<file path="src/rtl/keypad_pkg.sv">
// ----------------------------------------------------------------------------
// keypad_pkg
// Shared types and constants for the 4x4 keypad scan controller.
//   scan_state_t : debounce FSM states
//   key_t        : 4-bit key code plus a "no key" flag
//   KEY_NONE     : the "no key" marker (code field always 0 so == compares work)
//   COL_DRIVE    : one-cold column drive pattern, indexed by column number
// ----------------------------------------------------------------------------
package keypad_pkg;

    typedef enum logic [1:0] {
        IDLE      = 2'd0,
        DEB_PRESS = 2'd1,
        PRESSED   = 2'd2,
        DEB_REL   = 2'd3
    } scan_state_t;

    typedef struct packed {
        logic       none;
        logic [3:0] code;
    } key_t;

    localparam key_t KEY_NONE = '{none: 1'b1, code: 4'd0};

    // Element [0] is the rightmost entry, so COL_DRIVE[0] = 4'b1110.
    localparam logic [3:0][3:0] COL_DRIVE = {4'b0111, 4'b1011, 4'b1101, 4'b1110};

    // Lowest pressed row in the currently driven column; code = row*4 + col.
    function automatic key_t col_candidate(input logic [3:0] rows, input logic [1:0] col_idx);
        key_t k;
        k = KEY_NONE;
        for (int r = 3; r >= 0; r--) begin
            if (!rows[r]) begin
                k.none = 1'b0;
                k.code = {2'(r), col_idx};
            end
        end
        return k;
    endfunction

    function automatic key_t key_min(input key_t a, input key_t b);
        if (a.none) return b;
        if (b.none) return a;
        return (a.code <= b.code) ? a : b;
    endfunction

endpackage

</file>
<file path="src/rtl/keypad_col_scanner.sv">
// ----------------------------------------------------------------------------
// keypad_col_scanner
// Walks the one-cold column drive, synchronises the rows and reduces each
// full 4-column scan to a single key (lowest code wins).
//   clk, rst     : clock, async active-low reset
//   row          : raw keypad rows, active-low
//   col          : column drive, active-low one-cold
//   scan_done    : 1 on the col-3 sampling cycle
//   scan_result  : full-scan result, valid while scan_done=1
// ----------------------------------------------------------------------------
module keypad_col_scanner
    import keypad_pkg::*;
#(
    parameter int SETTLE_CYCLES = 16
) (
    input  logic       clk,
    input  logic       rst,
    input  logic [3:0] row,
    output logic [3:0] col,
    output logic       scan_done,
    output key_t       scan_result
);

    localparam int CW = $clog2(SETTLE_CYCLES);
    localparam logic [CW-1:0] SETTLE_LAST = CW'(SETTLE_CYCLES - 1);

    logic [CW-1:0] settle_cnt;
    logic [1:0]    col_idx;
    logic [3:0]    row_s1, row_s2;
    key_t          acc;
    key_t          cand;
    key_t          merged;
    logic          sample;

    assign sample      = (settle_cnt == SETTLE_LAST);
    assign cand        = col_candidate(row_s2, col_idx);
    // Column 0 starts a fresh scan, so the stale accumulator is ignored there.
    assign merged      = (col_idx == 2'd0) ? cand : key_min(acc, cand);
    assign scan_done   = sample && (col_idx == 2'd3);
    assign scan_result = merged;
    assign col         = COL_DRIVE[col_idx];

    always_ff @(posedge clk or negedge rst) begin
        if (!rst) begin
            settle_cnt <= '0;
            col_idx    <= 2'd0;
            row_s1     <= 4'b1111;
            row_s2     <= 4'b1111;
            acc        <= KEY_NONE;
        end else begin
            row_s1 <= row;
            row_s2 <= row_s1;
            if (sample) begin
                settle_cnt <= '0;
                col_idx    <= col_idx + 2'd1;
                acc        <= merged;
            end else begin
                settle_cnt <= settle_cnt + 1'b1;
            end
        end
    end

endmodule

</file>
<file path="src/rtl/keypad_scan_ctrl.sv">
// ----------------------------------------------------------------------------
// keypad_scan_ctrl
// 4x4 keypad scanner with whole-matrix debounce and a 1-entry valid/ready
// event register. Optional auto-repeat when KEYPAD_REPEAT_EN is defined.
//   clk, rst   : clock, async active-low reset
//   row / col  : keypad pins (active-low)
//   key_code   : accepted key (row*4+col), stable while key_valid=1
//   key_valid  : event pending; key_ready accepts it
//   key_held   : debounced "some key down"
//   key_ovf    : 1-cycle pulse when an event is dropped
//
// state     | meaning
// IDLE      | no key accepted
// DEB_PRESS | candidate press seen, counting matching scans
// PRESSED   | key accepted and held
// DEB_REL   | held key changed/released, counting matching scans
// ----------------------------------------------------------------------------
module keypad_scan_ctrl
    import keypad_pkg::*;
#(
    parameter int SETTLE_CYCLES  = 16,
    parameter int DEBOUNCE_SCANS = 4,
    parameter int REPEAT_DELAY   = 64,
    parameter int REPEAT_PERIOD  = 16
) (
    input  logic       clk,
    input  logic       rst,
    input  logic [3:0] row,
    output logic [3:0] col,
    output logic [3:0] key_code,
    output logic       key_valid,
    input  logic       key_ready,
    output logic       key_held,
    output logic       key_ovf
);

    localparam int DW = $clog2(DEBOUNCE_SCANS + 1);
    localparam logic [DW-1:0] DEB_MAX = DW'(DEBOUNCE_SCANS);

    logic          scan_done;
    key_t          scan_result;
    scan_state_t   state, state_n;
    key_t          cand, cand_n;
    key_t          accepted, accepted_n;
    logic [DW-1:0] cnt, cnt_n, cnt_inc;
    logic          commit;
    key_t          commit_key;
    logic          emit;
    logic          rpt_fire;
    logic          ev_valid;
    logic [3:0]    ev_code;

    keypad_col_scanner #(
        .SETTLE_CYCLES(SETTLE_CYCLES)
    ) u_scan (
        .clk        (clk),
        .rst        (rst),
        .row        (row),
        .col        (col),
        .scan_done  (scan_done),
        .scan_result(scan_result)
    );

    always_ff @(posedge clk or negedge rst) begin
        if (!rst) begin
            state    <= IDLE;
            cand     <= KEY_NONE;
            cnt      <= '0;
            accepted <= KEY_NONE;
        end else begin
            state    <= state_n;
            cand     <= cand_n;
            cnt      <= cnt_n;
            accepted <= accepted_n;
        end
    end

    // commit: the candidate has met the debounce count (or DEBOUNCE_SCANS==1),
    // resolved after the case so every state shares the accept/release path.
    always_comb begin
        state_n    = state;
        cand_n     = cand;
        cnt_n      = cnt;
        accepted_n = accepted;
        commit     = 1'b0;
        commit_key = KEY_NONE;
        cnt_inc    = (cnt == DEB_MAX) ? cnt : cnt + 1'b1;
        if (scan_done) begin
            case (state)
                IDLE: begin
                    if (!scan_result.none) begin
                        cand_n     = scan_result;
                        cnt_n      = DW'(1);
                        state_n    = DEB_PRESS;
                        commit     = (DEBOUNCE_SCANS == 1);
                        commit_key = scan_result;
                    end
                end
                DEB_PRESS: begin
                    if (scan_result == cand) begin
                        cnt_n      = cnt_inc;
                        commit     = (cnt_inc >= DEB_MAX);
                        commit_key = cand;
                    end else if (scan_result.none) begin
                        state_n = IDLE;
                        cand_n  = KEY_NONE;
                        cnt_n   = '0;
                    end else begin
                        cand_n     = scan_result;
                        cnt_n      = DW'(1);
                        commit     = (DEBOUNCE_SCANS == 1);
                        commit_key = scan_result;
                    end
                end
                PRESSED: begin
                    if (scan_result != accepted) begin
                        cand_n     = scan_result;
                        cnt_n      = DW'(1);
                        state_n    = DEB_REL;
                        commit     = (DEBOUNCE_SCANS == 1);
                        commit_key = scan_result;
                    end
                end
                DEB_REL: begin
                    if (scan_result == accepted) begin
                        state_n = PRESSED;
                        cand_n  = KEY_NONE;
                        cnt_n   = '0;
                    end else if (scan_result == cand) begin
                        cnt_n      = cnt_inc;
                        commit     = (cnt_inc >= DEB_MAX);
                        commit_key = cand;
                    end else begin
                        cand_n     = scan_result;
                        cnt_n      = DW'(1);
                        commit     = (DEBOUNCE_SCANS == 1);
                        commit_key = scan_result;
                    end
                end
                default: state_n = IDLE;
            endcase
        end
        if (commit) begin
            cand_n     = KEY_NONE;
            cnt_n      = '0;
            accepted_n = commit_key;
            state_n    = commit_key.none ? IDLE : PRESSED;
        end
    end

    assign emit     = commit && !commit_key.none;
    assign key_held = (state == PRESSED) || (state == DEB_REL);

`ifdef KEYPAD_REPEAT_EN
    localparam int RMAX = (REPEAT_DELAY > REPEAT_PERIOD) ? REPEAT_DELAY : REPEAT_PERIOD;
    localparam int RW   = $clog2(RMAX + 1);

    logic [RW-1:0] rpt_cnt;
    logic          hold_scan;

    // Any scan that is not a steady hold reloads the delay, so the timer
    // restarts on every entry to PRESSED.
    assign hold_scan = scan_done && (state == PRESSED) && (scan_result == accepted);
    assign rpt_fire  = hold_scan && (rpt_cnt <= RW'(1));

    always_ff @(posedge clk or negedge rst) begin
        if (!rst) begin
            rpt_cnt <= RW'(REPEAT_DELAY);
        end else if (scan_done) begin
            if (!hold_scan)
                rpt_cnt <= RW'(REPEAT_DELAY);
            else if (rpt_cnt <= RW'(1))
                rpt_cnt <= RW'(REPEAT_PERIOD);
            else
                rpt_cnt <= rpt_cnt - 1'b1;
        end
    end
`else
    logic unused_rpt;
    assign unused_rpt = ^{REPEAT_DELAY, REPEAT_PERIOD};
    assign rpt_fire   = 1'b0;
`endif

    assign ev_valid = emit | rpt_fire;
    assign ev_code  = emit ? commit_key.code : accepted.code;

    always_ff @(posedge clk or negedge rst) begin
        if (!rst) begin
            key_valid <= 1'b0;
            key_code  <= 4'd0;
            key_ovf   <= 1'b0;
        end else begin
            key_ovf <= 1'b0;
            if (ev_valid) begin
                if (!key_valid || key_ready) begin
                    key_valid <= 1'b1;
                    key_code  <= ev_code;
                end else begin
                    key_ovf <= 1'b1;
                end
            end else if (key_valid && key_ready) begin
                key_valid <= 1'b0;
            end
        end
    end

endmodule
</file>
<file path="config.mk">
export PLATFORM = sky130hd
export DESIGN_NAME = keypad_scan_ctrl
export DESIGN_NICKNAME = d
export VERILOG_FILES = /design/src/rtl/keypad_pkg.sv /design/src/rtl/keypad_col_scanner.sv /design/src/rtl/keypad_scan_ctrl.sv
export SDC_FILE = /design/constraint.sdc
export NUM_CORES = 1
export LEC_CHECK = 0
export ABC_AREA = 1
export BUFFER_PORTS_ARGS = -buffer_cell sky130_fd_sc_hd__buf_2
export CAP_MARGIN = 20
export CORE_MARGIN = 2
export CORE_UTILIZATION = 35
export CTS_CLUSTER_DIAMETER = 30
export CTS_CLUSTER_SIZE = 8
export DETAILED_ROUTE_END_ITERATION = 10
export PLACE_DENSITY_LB_ADDON = 0.08
export SYNTH_ARGS = -nofsm -noshare
export SYNTH_HDL_FRONTEND = slang
export SYNTH_SLANG_ARGS = --single-unit
</file>
<file path="constraint.sdc">
create_clock -name clk -period 3.6 [get_ports clk]
set_input_delay 0.72 -clock clk [delete_from_list [all_inputs] [get_ports clk]]
set_output_delay 0.72 -clock clk [all_outputs]
set_load 0.005 [all_outputs]
</file>
==> impl_results.md <==
* Root Buffer: clkbuf_8
* Crit path launch type: register
* Worst Hold Class: reg -> reg
* Area share of the largest cell type after synthesis at 0.293
* Arr. time, crit path at around 3.3 ns
* Largest family of logic cells by synthesized area: simple AND/OR/NAND/NOR gates
* Kind of critical path: reg -> reg
* Crit path largest cell delay at between 0.5 and 0.6 ns
* Number of core rows at 30
* Max Buffers Root-to-Sink at 2
* Pint at roughly 0.79 mW
* Core outline area at slightly below 7000 sq um
* Hold Vio Cnt, Final at 0
* # DRC at 0
* Non-Filler Instances at roughly 430
* Max Clock Skew at roughly 0.016 ns
* Gate power share at 0.299
* Cells after Synth at ~300
* Post_cts resized at 0
* EDFF count, synth at 0
* Worst Max-Slew Pin Slew at ~0.90 ns
* Top post-synthesis cells by area: dfrtp_1, dfstp_2, nand2_1
* CTS tree: yes
* Die ar. at between 7000 and 8000 sq um
* Total negative setup slack at 0 ns
* Slowest stage cell on the critical path: dfstp_2
* Largest net degree at the start of global routing at 41
* Xor and xnor fraction of the mapped netlist area at 0.0141
* First-pass GRT wire length at approximately 9.5 mm
* Synth async-reset ratio at 1.00
* Highest Signal Layer: met4
* Number of H-tree levels at 2
* Die height at between 80 and 90 microns
* P per Cell Area at around 450 nW/um^2
* Io pins at 18
* Final core occ at 0.409
* Post-CTS Hold Buffers at 0
* Leak at between 1 and 1.5 nW
* Clock-pin slew on the worst setup and hold paths at ~0.10 ns
* Most frequent CP cell: nand2_1
* Top_reg_cell synth: dfrtp_1
* # setup viols final at 0
* DP HPWL at approximately 4.3 mm
* Die X at 88.2 microns
* Final net count at about 350
* Adder-cell share of the synthesized area at 0.0656
* VDD IR max at between 200 and 300 uV
* Yosys reg bits at 40
* Wire length per cell at 12.9 microns
* # port buffers at 17
* Worst-path maximum fanout at 9
* Top cell type by total area after synthesis: dfrtp_1
* Clock power frac at 0.311
* RSZ-0062 raised after global routing: no
* Initial core utilization at 0.363
* Reg power frac at 0.390
* Most common cell after layout, fill and taps aside: nand2_1
* Simple-Gate Fraction of Synth Area at 0.355
* Placer Congestion at roughly 0.82
* Max-cap violations at 0
* Compound-cell area share of the yosys netlist at 0.0687
* WL met1 at approximately 2.9 mm
* Synth Net Count at roughly 330
* Met3 WL at about 200 microns
* Req. time, crit path at about 3.8 ns
* # diodes at 0
* Post-Syn Area per Cell at just over 8 sq um
* Drt first pass iters at 4
* Mux cell area share after synthesis at 0
* Share of layout cells above drive strength 1 at 0.230
* Worst-Skew Late Latency at just over 0.3 ns
* Sink Count at 40
* Vias per cell at between 4 and 5
* Most frequent cells in the layout: nand2_1, inv_1, nand3_1, dfrtp_1, buf_2
* Synth warn at 0
* Initial DRC count at 77
* Num CTS Buffers at 5
* Total power at around 1.2 mW
* Relative slew slack at 0.402
* Total instance count after detailed placement at 418
* Total Wirelength at 5.49 mm
* Tmin final at roughly 3 ns
* Initial antenna violation count at 0
* Post-route ant nets at 0
* Routed via count at approximately 1900
* Total gr overflow at 0
* Vias in the first global route at ~1900
* Mapped cell area at about 2500 sq um
* Synth cell types at 32
* Outcome: completed
* Critical path, cell by cell: nand2_2 > a21oi_1 > inv_1 > ha_1 > nand2_1 > nor2_1 > nor2_4 > nand2_8 > nand2_1 > nand3_1 > nand3_1 > nand2_1 > nor2_4 > nand2_2 > nor2_2 > nand2_1 > nand2_1 > nand3_1 > nand2_1 > nand2_1
* Post-CTS Repair Setup Buffers at 0
* DR WL met2 at roughly 2.3 mm
* Layout Area Growth over Synthesis at 12.8%
* Tot GR Track Use at 0.162
* Net switching share of the total power at 0.362
* Crit. End Element: register
* Post-synthesis sequential area ratio at 0.409
* Fin crit share at 0.854
* F_max at 325 MHz
* Max-slew violations at 0
* Switching pwr at between 0.4 and 0.5 mW
==> through the flow <==
step / area (sq um) / worst slack, ns / hold slack, ns
2_1_floorplan: 2480 / 1.01 / 0.345
3_3_place_gp: 2680 / 0.513 / 0.346
3_5_place_dp: 2680 / 0.520 / 0.347
4_1_cts: 2800 / 0.514 / 0.355
5_1_grt: 2800 / 0.185 / 0.355
6_report: 2800 / 0.527 / 0.342
==> path summary, 6_finish.rpt <==
kind,start,endpoint,slack [ns],cells after the start
setup / recovery,u_scan.row_s2[0],state[0],0.53,20
hold / removal,u_scan.row_s1[2],u_scan.row_s2[2],0.34,0
setup reg to reg,u_scan.row_s2[0],state[0],0.53,20
hold reg to reg,u_scan.row_s1[2],u_scan.row_s2[2],0.34,0
max in group asynchronous,rst,accepted[2],2.50,1
min in group asynchronous,rst,u_scan.col_idx[1],0.53,1
==> cell type report <==
class | count | area, sq um
fillers | 756 | 4040
multi-input cells | 211 | 1250
flip-flops and latches | 40 | 1010
inverters | 52 | 196
well taps | 96 | 120
repair buffers | 19 | 100
clock buffers | 5 | 68.8
clock inverters | 3 | 46.3
==> sequential cells by signal (all words and copies together), names as in the netlist, 3 cells and up <==
signal             cells
accepted               5
u_scan.row_s1          4
cnt                    3
u_scan.acc             5
key_code               4
u_scan.row_s2          4
u_scan.settle_cnt      4
cand                   5
==> routing by layer <==
layer,vias up,GRT usage
li1,1018,-
met1,861,0.228
met2,32,0.249
met3,9,0.0330
met4,0,0.0510
met5,-,0
==> worst max-delay path: cells and delay by family (launching register included) <==
family | cells | cell delay [ns]
AND/OR/NAND/NOR | 17 | 1.73
buffers and inverters | 1 | 0.14
AO/OA/AOI/OAI | 1 | 0.23
adder cells (fa/ha/maj) | 1 | 0.31
flip-flops | 1 | 0.54
==> power groups by stage <==
stage | clock network (mW) | registers, mW | logic (mW)
6_report | 0.387 | 0.486 | 0.372
2_1_floorplan | 0 | 0.488 | 0.296
5_1_grt | 0.414 | 0.489 | 0.419
3_3_place_gp | 0 | 0.494 | 0.375
3_5_place_dp | 0 | 0.494 | 0.374
4_1_cts | 0.397 | 0.486 | 0.376
==> synthesized netlist by cell type (4+ instances only) <==
cell type	count
o21ai_1	9
dfrtp_1	29
nand3b_1	4
dfstp_2	11
a21oi_1	5
nand3_1	38
nand2_2	9
inv_1	48
nor2_1	13
o21ai_0	14
nand2_1	72
nor2_4	6
nand3_2	7
ha_1	13
==> logic make-up after synthesis <==
| kind of cell | Yosys count |
|---|---|
| DFF | 40 |
| AOI/OAI and AO/OA | 32 |
| xor gates and xnor gates | 4 |
| and+or+nand+nor | 162 |
| adders and majority gates | 13 |
| buffers and inverters | 55 |
Power figures use the tool's default switching activity.
